## src/rtl/gerenciador_jogada.sv

```systemverilog
// gerenciador_jogada -- tic-tac-toe move manager.
//
// Tracks whose turn it is, writes accepted moves into the 3x3 board and
// checks each accepted move for a win or a draw. A per-turn idle counter
// passes the turn to the other player when it expires.
//
// Ports:
//   clock      in   1   single clock, rising edge
//   reset      in   1   synchronous, active-low
//   iniciar    in   1   start / restart game (wins over jogar)
//   jogar      in   1   move request
//   posicao    in   4   target cell 0..8 row-major, 9..15 illegal
//   jogador    out  1   player to move (0 = player 1, 1 = player 2)
//   tabuleiro  out 18   board, cell i at [2i+1:2i]: 00 empty, 01 P1, 10 P2
//   aceita     out  1   one-cycle pulse, move accepted
//   rejeita    out  1   one-cycle pulse, move rejected
//   timeout    out  1   one-cycle pulse, turn expired
//   fim_jogo   out  1   high while the game is over
//   vencedor   out  2   00 none, 01 P1, 10 P2, 11 draw
//   db_estado  out  2   current state encoding
module gerenciador_jogada #(
    parameter int TIMEOUT_CICLOS = 1000
) (
    input  logic        clock,
    input  logic        reset,
    input  logic        iniciar,
    input  logic        jogar,
    input  logic [3:0]  posicao,
    output logic        jogador,
    output logic [17:0] tabuleiro,
    output logic        aceita,
    output logic        rejeita,
    output logic        timeout,
    output logic        fim_jogo,
    output logic [1:0]  vencedor,
    output logic [1:0]  db_estado
);

    typedef enum logic [1:0] {
        OCIOSO   = 2'd0,
        ESPERA   = 2'd1,
        VERIFICA = 2'd2,
        FIM      = 2'd3
    } estado_t;

    localparam logic [15:0] TERMINAL = 16'(TIMEOUT_CICLOS - 1);

    estado_t     estado_q, estado_d;
    logic [17:0] tabuleiro_q, tabuleiro_d;
    logic        jogador_q, jogador_d;
    logic        aceita_q, aceita_d;
    logic        rejeita_q, rejeita_d;
    logic        timeout_q, timeout_d;
    logic        fim_q, fim_d;
    logic [1:0]  vencedor_q, vencedor_d;
    logic [15:0] contador_q, contador_d;

    // True when any of the 8 lines is fully owned by the given code.
    function automatic logic temLinha(input logic [17:0] b, input logic [1:0] c);
        logic [8:0] dono;
        for (int i = 0; i < 9; i++) begin
            dono[i] = (b[2*i +: 2] == c);
        end
        return (dono[0] & dono[1] & dono[2]) | (dono[3] & dono[4] & dono[5]) |
               (dono[6] & dono[7] & dono[8]) | (dono[0] & dono[3] & dono[6]) |
               (dono[1] & dono[4] & dono[7]) | (dono[2] & dono[5] & dono[8]) |
               (dono[0] & dono[4] & dono[8]) | (dono[2] & dono[4] & dono[6]);
    endfunction

    logic [1:0] codigo;
    logic       celulaLivre;
    logic       cheio;
    logic       terminal;

    // Mover's cell code, emptiness of the addressed cell and full-board flag.
    // An out-of-range posicao never matches a cell, so it reads as occupied.
    always_comb begin
        codigo      = {jogador_q, ~jogador_q};
        celulaLivre = 1'b0;
        cheio       = 1'b1;
        for (int i = 0; i < 9; i++) begin
            if (posicao == 4'(i)) begin
                celulaLivre = (tabuleiro_q[2*i +: 2] == 2'b00);
            end
            if (tabuleiro_q[2*i +: 2] == 2'b00) begin
                cheio = 1'b0;
            end
        end
        terminal = (contador_q == TERMINAL);
    end

    // Next-state logic. A move at terminal count is processed instead of the
    // timeout; a rejected move at terminal count restarts the turn counter.
    always_comb begin
        estado_d    = estado_q;
        tabuleiro_d = tabuleiro_q;
        jogador_d   = jogador_q;
        fim_d       = fim_q;
        vencedor_d  = vencedor_q;
        contador_d  = contador_q;
        aceita_d    = 1'b0;
        rejeita_d   = 1'b0;
        timeout_d   = 1'b0;

        if (iniciar) begin
            estado_d    = ESPERA;
            tabuleiro_d = '0;
            jogador_d   = 1'b0;
            fim_d       = 1'b0;
            vencedor_d  = 2'b00;
            contador_d  = '0;
        end else begin
            case (estado_q)
                ESPERA: begin
                    if (jogar) begin
                        if (celulaLivre) begin
                            for (int i = 0; i < 9; i++) begin
                                if (posicao == 4'(i)) begin
                                    tabuleiro_d[2*i +: 2] = codigo;
                                end
                            end
                            aceita_d   = 1'b1;
                            contador_d = '0;
                            estado_d   = VERIFICA;
                        end else begin
                            rejeita_d  = 1'b1;
                            contador_d = terminal ? 16'd0 : contador_q + 16'd1;
                        end
                    end else if (terminal) begin
                        timeout_d  = 1'b1;
                        jogador_d  = ~jogador_q;
                        contador_d = '0;
                    end else begin
                        contador_d = contador_q + 16'd1;
                    end
                end
                VERIFICA: begin
                    // Win is tested before fullness so a 9th-move win is a win.
                    if (temLinha(tabuleiro_q, codigo)) begin
                        vencedor_d = codigo;
                        fim_d      = 1'b1;
                        estado_d   = FIM;
                    end else if (cheio) begin
                        vencedor_d = 2'b11;
                        fim_d      = 1'b1;
                        estado_d   = FIM;
                    end else begin
                        jogador_d  = ~jogador_q;
                        contador_d = '0;
                        estado_d   = ESPERA;
                    end
                end
                default: begin
                end
            endcase
        end
    end

    // State and output registers with synchronous active-low reset.
    always_ff @(posedge clock) begin
        if (!reset) begin
            estado_q    <= OCIOSO;
            tabuleiro_q <= '0;
            jogador_q   <= 1'b0;
            aceita_q    <= 1'b0;
            rejeita_q   <= 1'b0;
            timeout_q   <= 1'b0;
            fim_q       <= 1'b0;
            vencedor_q  <= 2'b00;
            contador_q  <= '0;
        end else begin
            estado_q    <= estado_d;
            tabuleiro_q <= tabuleiro_d;
            jogador_q   <= jogador_d;
            aceita_q    <= aceita_d;
            rejeita_q   <= rejeita_d;
            timeout_q   <= timeout_d;
            fim_q       <= fim_d;
            vencedor_q  <= vencedor_d;
            contador_q  <= contador_d;
        end
    end

    assign jogador   = jogador_q;
    assign tabuleiro = tabuleiro_q;
    assign aceita    = aceita_q;
    assign rejeita   = rejeita_q;
    assign timeout   = timeout_q;
    assign fim_jogo  = fim_q;
    assign vencedor  = vencedor_q;
    assign db_estado = estado_q;

endmodule

```

## config.mk

```make
export PLATFORM = sky130hd
export DESIGN_NAME = gerenciador_jogada
export DESIGN_NICKNAME = d
export VERILOG_FILES = /design/src/rtl/gerenciador_jogada.sv
export SDC_FILE = /design/constraint.sdc
export NUM_CORES = 1
export LEC_CHECK = 0
export ABC_AREA = 1
export CORE_ASPECT_RATIO = 2
export CORE_MARGIN = 3
export CORE_UTILIZATION = 50
export DETAILED_ROUTE_END_ITERATION = 10
export PLACE_DENSITY = 0.74
export SLEW_MARGIN = 15
export SYNTH_ARGS = -nofsm -noshare
export SYNTH_HDL_FRONTEND = slang
export SYNTH_SLANG_ARGS = --single-unit
```

## constraint.sdc

```tcl
create_clock -name clock -period 5.2 [get_ports clock]
set_input_delay 1.04 -clock clock [delete_from_list [all_inputs] [get_ports clock]]
set_output_delay 1.04 -clock clock [all_outputs]
set_load 0.01 [all_outputs]
```

Word-level counts from Yosys, hierarchy flattened
Index checks and enable logic that the tools add are counted.

Input bits: 8. Flip-flop bits (word level): 43. Word-level logic and storage cells: 146.

$add $sub $neg: 1. Mux-type cells: 42. Reductions and logical operators: 30. Equality and inequality tests: 28. Bitwise operators: 27.

Operators by type and width (number): $mux 16 (5); $reduce_and 4->1 (9); $pmux 16 s2 (1); $mux 1 (28); $eq 2x2->1 (9); $logic_not 2->1 (9); $add 16x1->16 const B (1); $and 1x1->1 (16); $eq 16x10->1 const B (1); $eq 4x3->1 const B (4); $mux 2 (6); $ne 2x2->1 const B (6); $reduce_and 3->1 (3); $eq 4x2->1 const B (2); $reduce_or 4->1 (2); $or 1x1->1 (7); $ne 3x3->1 const B (2); $reduce_and 5->1 (1); $eq 4x1->1 const B (1); $eq 4x4->1 const B (1); $logic_not 4->1 (1); $not 1->1 (4); $pmux 2 s2 (1); $reduce_bool 2->1 (2); 6 further kinds (6).

Depth between registers and ports, before layout
Depth in word-level cells: 14. Gate-level depth with buffers: 15. Gate-level depth less buffers: 14.

Worst setup path after synthesis
Ideal clock, no wire load.

Path kind: input port to flip-flop. Start: input posicao[1]. End: register contador_q[15]. Arrival: 2.127 ns. Cell stages on the path: 11. Data required time: 5.068 ns. Setup slack: 2.941 ns. Library setup time: 0.132 ns. Cell sequence: nor2_1 nand3_1 nand2_1 nor2_1 nand3_1 nand2_1 nand3_2 nand3_2 buf_2 nand3_1 a21oi_1.

Cells in the longest elaborated chain, start to end: 13. Elaborated cells on any way between the ends: 21. Those cells by class: 8 x eq/ne; 12 x mux; 1 x reduce/logical.

RTL lines: from (decl) (RTL line 28) `input logic [3:0] posicao,`; $logic_not 4->1 (RTL line 82) `if (posicao == 4'(i)) begin`; $mux 1 (8 in a row) (RTL line 82); $mux 1 (*) (RTL line 82); $mux 16 (*) (RTL line 116) `if (celulaLivre) begin`; $mux 16 (*) (RTL line 115) `if (jogar) begin`; $pmux 16 s2 (*) (RTL line 113) `case (estado_q)`; to (signal assigned) (RTL line 180) `contador_q <= contador_d;`; to (decl) (RTL line 56) `logic [15:0] contador_q, contador_d;`.

Mark *: on every way between the ends. The rest lies on a longest branch, timed or not. A chain may end at the register's enable or synchronous reset.

Worst setup path after layout
Start: input reset. End: register contador_q[11].

Cells in the longest elaborated chain, start to end: 2.

RTL lines: from (decl) (RTL line 25) `input logic reset,`; $not 1->1 (no line); $reduce_or 2->1 (no line).

No other way between the ends.

==> results by group <==
STA
  – Final Hold Violating Endpoints: 0
  – Period utilization: 0.574
  – Slew margin rel.: 0.550
  – Final Max Slew Viols: 0
  – Post-layout min period: around 3.0 ns
  – Achievable frequency: 0.335 GHz
  – Setup Skew: 0.00560 ns
  – Min Hold Slack: about 0.47 ns
  – Final WS setup: between 2 and 2.5 ns
  – Worst Max-Slew Pin Slew: around 0.67 ns
  – Setup TNS Final: 0 ns
  – # setup viols final: 0
  – RSZ-0062 raised after global routing: no

Setup path
  – Worst path slowest cell: clkinv_1
  – Delay of the slowest cell on the worst path: 0.70 ns
  – Worst-path cell chain: clkdlybuf4s50_1 -> inv_1 -> nor2_1 -> clkinv_1 -> a211o_1 -> a21oi_1
  – CP endpoint kind: flop
  – CP max FO: 24
  – Critical path type: primary input to flop
  – Worst EP arrival: roughly 3.2 ns
  – Data required time at the worst endpoint: roughly 5.4 ns
  – Startpoint types: primary input

Power
  – Switching pwr: ~160 µW
  – Clk pwr share: 0.345
  – Internal Power: ~460 µW
  – Pleak: roughly 0.0012 µW
  – Comb pwr share: 0.115
  – Sequential Power Share: 0.540
  – Switch share: 0.261
  – Pwr dens: approximately 210 nW/µm²
  – Peak supply drop: about 0.00023 V

Route
  – Via count: 2576
  – WL per Instance: between 10 and 15 µm
  – DR vias/cell: roughly 5.4
  – Starting DRC count in detailed routing: 96
  – DRC: 0
  – Drt total wl: ~6500 µm
  – Post-route ant nets: 0
  – DRT Pass-1 Iters: 5

CTS
  – PostCTS Resize Cnt: 0
  – CTS Buf Count: 5
  – Hold Buf Count CTS: 0
  – H-tree levels: 2
  – Num Clock Sinks: 43
  – Root Buffer: clkbuf_8
  – Clock slew at reported path FFs: 0.08 ns
  – Max clock buf depth: 2
  – Post-CTS Setup Bufs: 0
  – CTS tree: built
  – Worst-Skew Late Latency: a little under 0.3 ns

Synthesis
  – Post-synth cell types: 29
  – Post-synth top area share: 0.346
  – Synth Area in XOR/XNOR: 0.0247
  – Post-Syn Area: 2490 µm²
  – Ranking of synthesized cells by area: dfxtp_1 35%, nand2_1 16%, nor2_1 8.6%
  – Post-synthesis mux area share: 0
  – Post-synthesis simple-gate area fraction: 0.397
  – Synth Instances: about 400
  – Avg Cell Area, Syn: 6.31 µm²
  – Leading area contributor after synthesis: dfxtp_1
  – Register area share after synthesis: 0.346
  – Warnings, synthesis: 0
  – Combinational family with the most area after synthesis: simple AND/OR/NAND/NOR gates
  – Synth Area in Compound Gates: 0.105
  – Adder-Cell Fraction of Synth Area: 0.0151
  – Synthesized net count: roughly 410
  – #FFs+latches synth: 43

Final layout
  – Most frequent cells in the layout: 107 x nand2_1, 57 x nor2_1, 51 x inv_1
  – Multi-input logic area: 1350 µm²
  – Diodes inserted: 0
  – Commonest non-fill, non-tap cell in the layout: nand2_1
  – Share of cells above drive strength 1: 0.0446
  – Fill cells: roughly 450
  – Area Growth Syn to Fin: 17.6%
  – Register area: between 800 and 900 µm²
  – Nets: about 440

Floorplanning
  – DIE WIDTH: approximately 56 µm
  – DIE AREA: between 5000 and 6000 µm²
  – Boundary Pins: 35
  – Die height: 106 µm
  – Core area: between 4000 and 5000 µm²
  – Row count: 35
  – Initial Util: 0.531

Placement
  – Setup WS pre-CTS: 1.87 ns
  – RePlAce Congestion: 0.875
  – DP HPWL: around 5100 µm
  – Port Buffers: 34

GRT
  – Global route overflow: 0
  – Pin count of the biggest net entering global routing: 25
  – Initial antenna violation count: 0
  – GRT Util Overall: 0.234
  – Global-route wire length before repair: approximately 11000 µm
  – Vias in the first global route: about 2500

Status
  – Status: finished, final reports clean

Hold path
  – Min-delay worst type: flop to flop

Job
  – # Max-Cap Violations: 0
==> registers in the layout, indices dropped and copies added (netlist names), 2 cells and up <==
signal and flops:
contador_q 16, tabuleiro 18, db_estado 2, vencedor 2
==> worst max-delay path, delay by kind of cell <==
kind | cells | cell delay [ns]
buf+inv | 3 | 1.19
simple gates | 1 | 0.39
compound gates | 2 | 0.58
==> metrics by stage <==
| stage | instance area (µm²) | cells | power [µW] | util |
|---|---|---|---|---|
| 2_1_floorplan | 2490 | 394 | 391 | - |
| 3_3_place_gp | 2840 | 474 | 412 | 0.605 |
| 3_5_place_dp | 2840 | 474 | 413 | 0.605 |
| 4_1_cts | 2920 | 481 | 627 | 0.624 |
| 5_1_grt | 2920 | 481 | 646 | 0.624 |
| 6_report | 2920 | 481 | 618 | 0.624 |
==> kinds of logic (layout without fill, tap and decap cells) <==
kind of cell	after synthesis	in the layout
flops	43	43
fa+ha+maj	3	3
buf+inv	65	97
compound gates	49	49
xor+xnor	7	7
simple gates	227	227
==> power by group through the flow <==
stage	Clock [µW]	Sequential, µW	Combinational, µW
after CTS	221	334	71.5
after global placement	0	342	70.6
after detailed placement	0	342	70.9
final	213	334	70.9
after floorplan	0	341	49.8
after global routing	232	334	79.9
==> routing by layer <==
| metal | global-route usage | share of wire |
|---|---|---|
| met5 | 0 | 0 |
| met1 | 0.219 | 0.35 |
| met3 | 0.0319 | 0.037 |
| met4 | 0.173 | 0.064 |
| met2 | 0.441 | 0.55 |
==> worst paths after layout <==
path / end / slack [ns] / startpoint / cells after the start
setup / recovery: contador_q[11] / 2.22 / reset / 6
hold / removal: fim_jogo / 0.47 / fim_jogo / 2
setup reg to reg: contador_q[2] / 3.05 / jogador / 12
hold reg to reg: fim_jogo / 0.47 / fim_jogo / 2
==> cells in the mapped netlist, drive strengths merged <==
cell type and n:
a21boi 1, buf 7, nand3b 1, clkbuf 4, nand2 109, nor4 4, ha 3, xor2 5
o21ai 15, nor2 60, inv 53, dfxtp 43, a211oi 3, nor3 11, nand3 30, a211o 1
nand4 12, o211ai 1, xnor2 2, clkinv 1, a21oi 28
==> final cells by class <==
| type | count | area share |
|---|---|---|
| Inverter | 54 | 0.0693 |
| Timing Repair Buffer | 36 | 0.122 |
| Sequential cell | 43 | 0.295 |
| Tap cell | 55 | 0.0235 |
| Clock inverter | 1 | 0.00171 |
| Multi-Input combinational cell | 286 | 0.461 |
| Clock buffer | 6 | 0.0283 |
No activity file was read; power rests on OpenSTA's default activity.
